## src/rtl/insn_encoder.sv

```systemverilog
// insn_encoder: z-subset symbolic instruction -> serial x86-style byte stream.
// Optional counters: define INSN_ENCODER_COUNT_EN for insn_cnt/byte_cnt.  Rev 1.0
`default_nettype none

module insn_encoder #(
  parameter int IMM_W = 16
) (
  input  logic             clk,
  input  logic             rst,
  input  logic             in_valid,
  output logic             in_ready,
  input  logic [3:0]       in_cls,
  input  logic [3:0]       in_op,
  input  logic [2:0]       in_rd,
  input  logic [2:0]       in_rs,
  input  logic [IMM_W-1:0] in_imm,
  input  logic             in_use_im,
  output logic             out_valid,
  input  logic             out_ready,
  output logic [7:0]       out_byte,
  output logic             out_last,
  output logic             err
`ifdef INSN_ENCODER_COUNT_EN
  ,
  output logic [31:0]      insn_cnt,
  output logic [31:0]      byte_cnt
`endif
);

  typedef enum logic [0:0] {
    IDLE = 1'b0,
    EMIT = 1'b1
  } state_t;

  state_t      state, state_nxt;
  logic [1:0]  idx;
  logic [2:0]  len;
  logic [7:0]  enc [4];
  logic        err_q;

  logic [7:0]  enc_nxt [4];
  logic [2:0]  len_nxt;
  logic        illegal;
  logic [2:0]  ext;
  logic [7:0]  opc;
  logic [7:0]  imm_lo;
  logic [7:0]  imm_hi;
  logic        accept;
  logic        xfer;

  assign imm_lo = in_imm[7:0];
  assign imm_hi = in_imm[15:8];

  // Build the full byte image of the presented instruction in one cycle.
  always_comb begin
    for (int i = 0; i < 4; i++) enc_nxt[i] = 8'h00;
    len_nxt = 3'd0;
    illegal = 1'b0;
    ext     = 3'd0;
    opc     = 8'h00;
    case (in_cls)
      4'd0: begin
        enc_nxt[0] = 8'h8B;
        enc_nxt[1] = {2'b01, in_rd, in_rs};
        enc_nxt[2] = imm_lo;
        len_nxt    = 3'd3;
      end
      4'd1: begin
        enc_nxt[0] = 8'h89;
        enc_nxt[1] = {2'b01, in_rs, in_rd};
        enc_nxt[2] = imm_lo;
        len_nxt    = 3'd3;
      end
      4'd2: begin
        enc_nxt[0] = 8'h66;
        enc_nxt[1] = {5'b10111, in_rd};
        enc_nxt[2] = imm_lo;
        enc_nxt[3] = imm_hi;
        len_nxt    = 3'd4;
      end
      4'd3: begin
        enc_nxt[0] = 8'h89;
        enc_nxt[1] = {2'b11, in_rs, in_rd};
        len_nxt    = 3'd2;
      end
      4'd4: begin
        case (in_op)
          4'd0:    begin opc = 8'h01; ext = 3'd0; end
          4'd1:    begin opc = 8'h29; ext = 3'd5; end
          4'd2:    begin opc = 8'h39; ext = 3'd7; end
          4'd3:    begin opc = 8'h21; ext = 3'd4; end
          4'd4:    begin opc = 8'h09; ext = 3'd1; end
          4'd5:    begin opc = 8'h31; ext = 3'd6; end
          default: illegal = 1'b1;
        endcase
        if (in_use_im) begin
          enc_nxt[0] = 8'h83;
          enc_nxt[1] = {2'b11, ext, in_rd};
          enc_nxt[2] = imm_lo;
          len_nxt    = 3'd3;
        end else begin
          enc_nxt[0] = opc;
          enc_nxt[1] = {2'b11, in_rs, in_rd};
          len_nxt    = 3'd2;
        end
      end
      4'd5: begin
        case (in_op)
          4'd6:    ext = 3'd3;
          4'd7:    ext = 3'd2;
          default: illegal = 1'b1;
        endcase
        enc_nxt[0] = 8'hF7;
        enc_nxt[1] = {2'b11, ext, in_rd};
        len_nxt    = 3'd2;
      end
      4'd6: begin
        case (in_op)
          4'd8:    ext = 3'd4;
          4'd9:    ext = 3'd5;
          4'd10:   ext = 3'd7;
          default: illegal = 1'b1;
        endcase
        enc_nxt[0] = 8'hC1;
        enc_nxt[1] = {2'b11, ext, in_rd};
        enc_nxt[2] = imm_lo;
        len_nxt    = 3'd3;
      end
      4'd7: begin
        enc_nxt[0] = 8'hEB;
        enc_nxt[1] = imm_lo;
        len_nxt    = 3'd2;
      end
      4'd8: begin
        enc_nxt[0] = 8'hF4;
        len_nxt    = 3'd1;
      end
      default: illegal = 1'b1;
    endcase
  end

  assign in_ready  = (state == IDLE);
  assign out_valid = (state == EMIT);
  assign out_byte  = out_valid ? enc[idx] : 8'h00;
  assign out_last  = out_valid && ({1'b0, idx} == (len - 3'd1));
  assign err       = err_q;
  assign accept    = in_ready && in_valid;
  assign xfer      = out_valid && out_ready;

  always_comb begin
    state_nxt = state;
    case (state)
      IDLE:    if (in_valid && !illegal) state_nxt = EMIT;
      EMIT:    if (xfer && out_last) state_nxt = IDLE;
      default: state_nxt = IDLE;
    endcase
  end

  always_ff @(posedge clk) begin
    if (rst) state <= IDLE;
    else     state <= state_nxt;
  end

  always_ff @(posedge clk) begin
    if (rst) begin
      idx   <= 2'd0;
      len   <= 3'd0;
      err_q <= 1'b0;
      for (int i = 0; i < 4; i++) enc[i] <= 8'h00;
    end else begin
      err_q <= accept && illegal;
      if (accept && !illegal) begin
        idx <= 2'd0;
        len <= len_nxt;
        for (int i = 0; i < 4; i++) enc[i] <= enc_nxt[i];
      end else if (xfer && !out_last) begin
        idx <= idx + 2'd1;
      end
    end
  end

`ifdef INSN_ENCODER_COUNT_EN
  always_ff @(posedge clk) begin
    if (rst) begin
      insn_cnt <= 32'd0;
      byte_cnt <= 32'd0;
    end else if (xfer) begin
      byte_cnt <= byte_cnt + 32'd1;
      if (out_last) insn_cnt <= insn_cnt + 32'd1;
    end
  end
`endif

endmodule

`default_nettype wire

```

## config.mk

```make
export PLATFORM = sky130hd
export DESIGN_NAME = insn_encoder
export DESIGN_NICKNAME = d
export VERILOG_FILES = /design/src/rtl/insn_encoder.sv
export SDC_FILE = /design/constraint.sdc
export NUM_CORES = 1
export LEC_CHECK = 0
export BUFFER_PORTS_ARGS = -buffer_cell sky130_fd_sc_hd__buf_2
export CAP_MARGIN = 30
export CORE_ASPECT_RATIO = 0.5
export CORE_MARGIN = 3
export CORE_UTILIZATION = 25
export DETAILED_ROUTE_END_ITERATION = 16
export PLACE_DENSITY = 0.42
export SLEW_MARGIN = 20
export SYNTH_ARGS = -nofsm -noshare
export SYNTH_HDL_FRONTEND = slang
export SYNTH_SLANG_ARGS = --single-unit
```

## constraint.sdc

```tcl
create_clock -name clk -period 2.9 [get_ports clk]
set_clock_uncertainty 0.05 [all_clocks]
set_input_delay 0.145 -clock clk [delete_from_list [all_inputs] [get_ports clk]]
set_output_delay 0.145 -clock clk [all_outputs]
set_load 0.01 [all_outputs]
```

==> results of run 1 <==
[kinds of logic after synthesis]
group           count (synthesis)
mux                            10
simple gates                  106
buf+inv                        22
fa+ha+maj                       1
compound gates                 61
xor+xnor                        7
flops                          41
[state kept, by name, indices dropped and copies added, names as in the netlist, named ones only]
name       cells
err            1
out_valid      1
idx            2
enc           32
len            3
[synthesized netlist by cell type, types with 2 or more instances]
cell type / instances / area [sq um]
mux4_2: 8 / 180.2
edfxtp_1: 32 / 960.9
and4b_1: 2 / 20.02
and3b_1: 4 / 35.03
nor2b_1: 3 / 18.77
xor2_1: 4 / 35.03
o21ai_0: 8 / 40.04
a31oi_1: 4 / 25.02
buf_4: 2 / 15.01
mux2i_1: 2 / 20.02
nand3b_1: 3 / 22.52
a21oi_2: 3 / 26.28
dfxtp_1: 9 / 180.2
or2_2: 2 / 12.51
and2_1: 9 / 56.30
o31ai_1: 2 / 15.01
nand2_1: 25 / 93.84
a21o_1: 3 / 22.52
o21a_1: 2 / 15.01
nor4_1: 3 / 18.77
nor3_1: 8 / 40.04
inv_1: 5 / 18.77
a211oi_1: 2 / 15.01
o311ai_4: 2 / 52.55
o2bb2ai_1: 2 / 17.52
nand2b_1: 3 / 18.77
xnor2_1: 3 / 26.28
buf_2: 4 / 20.02
a21oi_1: 12 / 60.06
clkbuf_1: 10 / 37.54
nor2_1: 34 / 127.6
o32ai_2: 2 / 32.53
o221ai_1: 3 / 26.28
o21bai_1: 4 / 30.03
[report_power, final]
part           internal [uW]  total (uW)  switching [uW]
logic                   98.5         247             148
registers                673         688            15.1
clock network            316         552             235
[placed cells by master, fill, tap and decap left out, drive strengths merged, types with 2 or more instances in the layout]
master    n
dfxtp     9
a31oi     4
and3b     4
edfxtp   32
nand3b    3
or2       3
nand2b    4
a21oi    15
and4b     2
o21bai    4
buf      53
nand2    25
a21o      3
nor2     34
o32ai     2
o221ai    3
o21a      2
and2      9
a211oi    3
o311ai    3
nor4      3
clkbuf    5
xor2      4
mux4      8
o21ai     8
o31ai     2
o2bb2ai   2
nor2b     3
inv       6
mux2i     2
clkinv    2
xnor2     3
nor3      8
[through the flow]
step / utilization / worst slack (ns)
4_1_cts: 0.3188 / 0.7315
5_1_grt: 0.3188 / 0.6170
6_report: 0.3188 / 0.7849
3_3_place_gp: 0.3028 / 0.5761
2_1_floorplan: - / 0.6584
3_5_place_dp: 0.3043 / 0.5331
[layout make-up]
type	instances	area, sq um	area share
clock buffer	5	125.1	0.04034
clock inverter	3	16.27	0.005244
inverter	5	18.77	0.006051
multi-input combinational	185	1341	0.4324
sequential	41	1141	0.3679
tap	135	168.9	0.05446
timing repair buffer	53	290.3	0.09359
[metal layers]
layer | GRT usage | share of wire | vias up
met1 | 0.2070 | 0.52 | 1007
met4 | 0.02740 | 0.011 | 0
met2 | 0.1788 | 0.41 | 69
met3 | 0.02859 | 0.056 | 9
met5 | 0 | 0 | -
li1 | - | - | 1017
[how the worst max path moves through the flow]
stage               cells past startpoint                      end  startpoint
floorplan                               5  enc[0][0]$_SDFFCE_PN0P_    in_op[2]
global placement                        5  enc[0][3]$_SDFFCE_PN0P_   in_cls[3]
detailed placement                      6  enc[3][3]$_SDFFCE_PN0P_   in_cls[0]
CTS                                     3              out_byte[4]   flip-flop
global route                            6  enc[1][7]$_SDFFCE_PN0P_   in_cls[0]
finish                                  3              out_byte[4]   flip-flop
==> impl_metrics.env, run 1 <==
export IMPL_status="complete, no violations"
export IMPL_r2r_end="enc[1][7]$_SDFFCE_PN0P_"
export IMPL_io_buffers=46
export IMPL_synth_main_ff_cell="edfxtp_1"
export IMPL_grt_start_max_net_pins=33
export IMPL_grt_overflow_total=0
export IMPL_ctsResizeCount=0
export IMPL_worstSetupPathType="reg2out"
export IMPL_synth_simple_area_share=0.2193
export IMPL_fin_cells=427
export IMPL_slowest_delay_ns=0.75
export IMPL_path_cells="mux4_2 -> and2_1 -> buf_2"
export IMPL_synth_top_family_by_area="simple AND/OR/NAND/NOR gates"
export IMPL_grt_use_total=0.1310
export IMPL_cts_tree="yes"
export IMPL_drc_errors=0
export IMPL_syn_inst=248
export IMPL_vias=2102
export IMPL_synth_mux_area_frac=0.07763
export IMPL_io_pins=47
export IMPL_whs_endpoint="out_valid$_SDFF_PP0_"
export IMPL_wl_mm=7.437
export IMPL_synth_adder_area_share=0.004852
export IMPL_period_share=0.7294
export IMPL_rsz0062_at_grt="false"
export IMPL_dp_hpwl_mm=5.258
export IMPL_cp_end_kind="output port"
export IMPL_clkTransAtPathRegs_ns=0.06
export IMPL_cp_slowest_cell="dfxtp_1"
export IMPL_hold_start="rst"
export IMPL_final_setup_viol_count=0
export IMPL_holdPathStages=2
export IMPL_hold_path_class="in2reg"
export IMPL_gp_congestion=0.7920
export IMPL_fin_area_sq_um=3102
export IMPL_antenna_left=0
export IMPL_dieHeight_um=77.82
export IMPL_tightest_slew_ns=0.6746
export IMPL_p_leak_uw=0.001137
export IMPL_synth_xor_area_frac=0.02377
export IMPL_cp_num_buf_inv=1
export IMPL_syn_nets=284
export IMPL_netlist_area_sq_um=2579
export IMPL_cts_hold_buf=0
export IMPL_fmax_mhz=472.8
export IMPL_cp_max_fo=8
export IMPL_pwr_density_cell_nw_per_um2=479.1
export IMPL_fin_crit_ns=2.115
export IMPL_avgSynthCellArea_sq_um=10.40
export IMPL_cp_data_required_time_ns=2.71
export IMPL_wl_per_cell_um=17.42
export IMPL_rows=25
export IMPL_hold_viol_final=0
export IMPL_crit_family="flip-flops"
export IMPL_nFillCells=1010
export IMPL_cap_violations=0
export IMPL_synth_async_reset_ratio=0
export IMPL_grt_pass1_wl_mm=11.82
export IMPL_vdd_drop_max_mv=0.2442
export IMPL_cts_sinks=41
export IMPL_htree_levels=2
export IMPL_relSlewSlack=0.5496
export IMPL_cts_post_setup_buffers_inserted=0
export IMPL_dp_cells=419
export IMPL_drive_above_1_share=0.2774
export IMPL_cp_data_arrival_time_ns=1.92
export IMPL_cts_root_buffer="clkbuf_16"
export IMPL_synth_edf_count=32
export IMPL_ys_seq_elements=41
export IMPL_critPathLaunchType="flip-flop"
export IMPL_ff2ff_setup_slack_ns=1.13
export IMPL_initial_core_util=0.2651
export IMPL_synth_seq_area_share=0.4425
export IMPL_vias_per_cell=4.923
export IMPL_drtPass1Iterations=4
export IMPL_area_growth_pct=20.28
export IMPL_setup_tns_ns=0
export IMPL_clk_latency_ns=0.28
export IMPL_hold_slack_ns=0.08660
export IMPL_yosysWarningCount=0
export IMPL_place_area_sq_um=2960
export IMPL_rr_worst_depth=5
export IMPL_die_area_sq_um=11640
export IMPL_finalPower_uw=1486
export IMPL_first_global_vias=2060
export IMPL_cts_max_path_buffers=2
export IMPL_fp_dieW_um=149.6
export IMPL_synth_cell_types=58
export IMPL_cts_buffers=5
export IMPL_diodes=0
export IMPL_drt_iter0_drc=158
export IMPL_nets=327
export IMPL_grt_antenna_before_repair=0
export IMPL_synth_compound_area_share=0.1946
export IMPL_drv_slew=0
export IMPL_core_sq_um=9728
export IMPL_reg2reg_from="out_valid$_SDFF_PP0_"
Power figures use the tool's default switching activity.
==> run 2: changes to the inputs <==
PLACE_DENSITY = 0.44   (was 0.42)
clock period = 1.8 ns   (was 2.9 ns; I/O delays follow)
==> impl_metrics.env, run 2 (same netlist as run 1, synthesis figures left out) <==
export IMPL_status="complete, no violations"
export IMPL_rsz0062_at_grt="false"
export IMPL_cts_tree="yes"
export IMPL_cts_root_buffer="clkbuf_16"
export IMPL_dieHeight_um=77.82
export IMPL_htree_levels=2
export IMPL_fin_crit_ns=1.726
export IMPL_fin_area_sq_um=3271
export IMPL_setup_tns_ns=0
export IMPL_reg_top3="enc: 32 flops, len: 3 flops, idx: 2 flops"
export IMPL_finalPower_uw=2426
export IMPL_die_area_sq_um=11640
export IMPL_relSlewSlack=0.6041
export IMPL_critPathCapture="out_byte[5]"
export IMPL_rr_worst_depth=4
export IMPL_core_sq_um=9728
export IMPL_cts_max_path_buffers=2
export IMPL_cp_max_fo=8
export IMPL_p_leak_uw=0.001221
export IMPL_tightest_slew_ns=0.5925
export IMPL_cap_violations=0
export IMPL_grt_start_max_net_pins=33
export IMPL_place_area_sq_um=3095
export IMPL_period_share=0.9589
export IMPL_diodes=0
export IMPL_cp_data_arrival_time_ns=1.59
export IMPL_worstSetupPathType="reg2out"
export IMPL_clkTransAtPathRegs_ns=0.06
export IMPL_final_setup_viol_count=0
export IMPL_grt_pass1_wl_mm=11.43
export IMPL_antenna_left=0
export IMPL_grt_overflow_total=0
export IMPL_hold_path_class="in2reg"
export IMPL_wl_mm=7.416
export IMPL_fmax_mhz=579.4
export IMPL_grt_antenna_before_repair=0
export IMPL_first_global_vias=2038
export IMPL_cp_end_kind="output port"
export IMPL_drtPass1Iterations=4
export IMPL_largest_reg_flops=32
export IMPL_gp_congestion=0.8387
export IMPL_hold_slack_ns=0.03958
export IMPL_io_pins=47
export IMPL_final_cell_mix="46 x buf_2, 34 x nor2_1, 32 x edfxtp_1, 24 x nand2_1, 16 x buf_4"
export IMPL_vias=2124
export IMPL_drv_slew=0
export IMPL_drive_above_1_share=0.3279
export IMPL_r2r_end="enc[2][5]$_SDFFCE_PN0P_"
export IMPL_critPathLaunchType="flip-flop"
export IMPL_final_common_cell="buf_2"
export IMPL_grt_use_total=0.1253
export IMPL_rows=25
export IMPL_io_buffers=46
export IMPL_ff2ff_setup_slack_ns=0.16
export IMPL_vias_per_cell=4.827
export IMPL_cp_data_required_time_ns=1.66
export IMPL_reg2reg_from="out_valid$_SDFF_PP0_"
export IMPL_cts_sinks=41
export IMPL_drc_errors=0
export IMPL_cts_post_setup_buffers_inserted=0
export IMPL_cts_hold_buf=0
export IMPL_initial_core_util=0.2651
export IMPL_pwr_density_cell_nw_per_um2=741.8
export IMPL_clk_latency_ns=0.28
export IMPL_cts_buffers=5
export IMPL_hold_viol_final=0
export IMPL_nets=340
export IMPL_dp_hpwl_mm=5.453
export IMPL_wl_per_cell_um=16.85
export IMPL_fp_dieW_um=149.6
export IMPL_vdd_drop_max_mv=0.3066
export IMPL_drt_iter0_drc=122
export IMPL_area_growth_pct=26.83
export IMPL_regMostFlops="enc"
## run 2: cell types whose count changed in the layout (fill, tap and decap cells not counted), sizes merged
cell / before / now
buf: 53 / 66
## run 2: power by group
group          total (uW)  switching [uW]  internal (uW)
Sequential           1100            19.4           1080
Combinational         446             254            192
Clock                 876             367            509
Total                2430             640           1790
## run 2: worst min path at each step
stage / from / slack, ns / cells past startpoint / end
floorplan: rst / 0.11 / 1 / out_valid$_SDFF_PP0_
global placement: rst / 0.33 / 2 / out_valid$_SDFF_PP0_
detailed placement: rst / 0.33 / 2 / out_valid$_SDFF_PP0_
CTS: rst / 0.04 / 2 / out_valid$_SDFF_PP0_
global route: rst / 0.05 / 2 / out_valid$_SDFF_PP0_
finish: rst / 0.04 / 2 / out_valid$_SDFF_PP0_
## run 2: layout make-up
cell class | instances | area [sq um]
sequential | 41 | 1144
clock inverter | 3 | 16.27
timing repair buffer | 66 | 421.7
fill | 993 | 6457
tap | 135 | 168.9
multi-input combinational | 185 | 1376
inverter | 5 | 18.77
clock buffer | 5 | 125.1
## run 2: repair_timing
item	in CTS	in global routing
gates resized for setup	1	6
setup endpoints to repair	1	11
pin swaps	0	2
## run 2: critical path, stage by stage (launching register included)
cell and delay (ns):
dfxtp_1 0.32, buf_6 0.18, mux4_2 0.50, and2_1 0.16, buf_2 0.13
## run 2: per-stage QoR
step,util,instances,worst slack [ns]
after floorplan,-,248,0.02224
after global placement,0.3182,432,-0.07306
after detailed placement,0.3182,432,-0.09614
after CTS,0.3331,440,0.01510
after global routing,0.3362,440,0.002480
final,0.3362,440,0.07406
## run 2: routing by layer
layer  part of all wire  vias up  GRT usage
met3              0.048        4    0.02567
li1                   -     1040          -
met5                  0        -          0
met2               0.44       54     0.1878
met1               0.51     1026     0.1861
met4             0.0069        0    0.02557
==> run 3: changes to the inputs <==
PLACE_DENSITY = default   (was 0.44)
==> impl_metrics.env, run 3 (same netlist as run 1, synthesis figures left out) <==
export IMPL_status="complete, no violations"
export IMPL_cp_max_fo=8
export IMPL_rows=25
export IMPL_clkTransAtPathRegs_ns=0.06
export IMPL_setup_tns_ns=0
export IMPL_drive_above_1_share=0.3290
export IMPL_ff2ff_setup_slack_ns=0.12
export IMPL_holdPathStages=2
export IMPL_fin_crit_ns=1.701
export IMPL_p_leak_uw=0.001220
export IMPL_critPathLaunchType="flip-flop"
export IMPL_io_buffers=46
export IMPL_antenna_left=0
export IMPL_hold_path_class="in2reg"
export IMPL_fp_dieW_um=149.6
export IMPL_nets=342
export IMPL_ctsResizeCount=0
export IMPL_rsz0062_at_grt="false"
export IMPL_grt_start_max_net_pins=33
export IMPL_drt_iter0_drc=147
export IMPL_vias_per_cell=4.796
export IMPL_grt_antenna_before_repair=0
export IMPL_dp_hpwl_mm=4.949
export IMPL_grt_pass1_wl_mm=10.70
export IMPL_dieHeight_um=77.82
export IMPL_path_cells="buf_6 -> mux4_2 -> and2_1 -> buf_2"
export IMPL_drc_errors=0
export IMPL_fin_cells=442
export IMPL_largest_reg_flops=32
export IMPL_nFillCells=973
export IMPL_rr_worst_depth=4
export IMPL_initial_core_util=0.2651
export IMPL_cts_post_setup_buffers_inserted=0
export IMPL_reg_top3="enc: 32 flops, len: 3 flops, idx: 2 flops"
export IMPL_cts_hold_buf=0
export IMPL_cts_buffers=5
export IMPL_dp_cells=434
export IMPL_gp_congestion=0.8448
export IMPL_reg2reg_from="out_valid$_SDFF_PP0_"
export IMPL_first_global_vias=2088
export IMPL_vdd_drop_max_mv=0.3774
export IMPL_slowest_delay_ns=0.50
export IMPL_htree_levels=2
export IMPL_cts_sinks=41
export IMPL_final_common_cell="buf_2"
export IMPL_core_sq_um=9728
export IMPL_final_cell_mix="46 x buf_2, 34 x nor2_1, 32 x edfxtp_1, 24 x nand2_1, 20 x buf_4"
export IMPL_die_area_sq_um=11640
export IMPL_cts_root_buffer="clkbuf_16"
export IMPL_regMostFlops="enc"
export IMPL_relSlewSlack=0.6212
export IMPL_pre_cts_ws_ns=-0.07978
export IMPL_wl_mm=6.483
export IMPL_hold_viol_final=0
export IMPL_clk_latency_ns=0.27
export IMPL_drv_slew=0
export IMPL_diodes=0
export IMPL_wl_per_cell_um=14.67
export IMPL_io_pins=47
export IMPL_hold_start="rst"
export IMPL_cts_tree="yes"
export IMPL_fin_ws_ns=0.09930
export IMPL_cap_violations=0
export IMPL_fmax_mhz=588.0
export IMPL_period_share=0.9448
export IMPL_grt_overflow_total=0
export IMPL_drtPass1Iterations=5
export IMPL_grt_use_total=0.1139
export IMPL_final_setup_viol_count=0
export IMPL_tightest_slew_ns=0.5668
export IMPL_cp_data_required_time_ns=1.66
export IMPL_r2r_end="enc[0][4]$_SDFFCE_PN0P_"
export IMPL_area_growth_pct=26.10
export IMPL_cp_slowest_cell="mux4_2"
export IMPL_cts_max_path_buffers=2
export IMPL_vias=2120
export IMPL_pwr_density_cell_nw_per_um2=733.7
export IMPL_worstSetupPathType="reg2out"
export IMPL_cp_data_arrival_time_ns=1.56
export IMPL_cp_end_kind="output port"
export IMPL_whs_endpoint="out_valid$_SDFF_PP0_"
==> run 3: layer usage <==
layer,share of wire,routed length [um],global-route usage,vias up
met5,0,0,0,-
met4,0.010,65,0.02466,0
met3,0.064,412,0.02859,6
met2,0.46,2990,0.1784,61
met1,0.46,3014,0.1592,1003
li1,-,-,-,1050
==> run 3: worst max path at each step <==
| stage | start | endpoint | slack [ns] | depth (start not counted) |
|---|---|---|---|---|
| 2_1_floorplan | in_cls[3] | enc[0][0]$_SDFFCE_PN0P_ | 0.02 | 4 |
| 3_3_place_gp | in_cls[3] | enc[3][0]$_SDFFCE_PN0P_ | -0.04 | 5 |
| 3_5_place_dp | in_cls[3] | enc[3][7]$_SDFFCE_PN0P_ | -0.08 | 5 |
| 4_1_cts | flip-flop | out_byte[5] | 0.04 | 4 |
| 5_1_grt | out_valid$_SDFF_PP0_ | enc[0][1]$_SDFFCE_PN0P_ | 0.01 | 4 |
| 6_report | flip-flop | out_byte[0] | 0.1 | 4 |
==> run 3: final cells by class <==
class | count | area [sq um] | share of cell area
timing repair buffer | 68 | 411.6 | 0.1266
clock inverter | 3 | 17.52 | 0.005387
clock buffer | 5 | 125.1 | 0.03848
inverter | 5 | 18.77 | 0.005771
multi-input combinational | 185 | 1369 | 0.4209
sequential | 41 | 1141 | 0.3509
tap | 135 | 168.9 | 0.05194
==> run 3: metrics by stage <==
stage	util	power, uW	instance area, sq um	hold WS, ns
floorplan	-	1378	2586	0.1091
global placement	0.3172	1545	3085	0.3208
detailed placement	0.3172	1548	3085	0.3118
CTS	0.3318	2389	3228	0.02904
global route	0.3343	2487	3252	0.04863
finish	0.3343	2386	3252	0.02625
==> run 3: where the power goes <==
group / internal [uW] / switching (uW) / leakage, uW
Sequential: 1080 / 17.7 / 0.000414
Clock: 508 / 343 / 0.0000696
Combinational: 190 / 244 / 0.000736
Total: 1780 / 604 / 0.00122
==> run 3: critical path: cells and delay by family, from the launching register on <==
| kind | cells | cell delay [ns] |
|---|---|---|
| flip-flops | 1 | 0.32 |
| buffers and inverters | 2 | 0.30 |
| multiplexers | 1 | 0.50 |
| AND/OR/NAND/NOR | 1 | 0.16 |
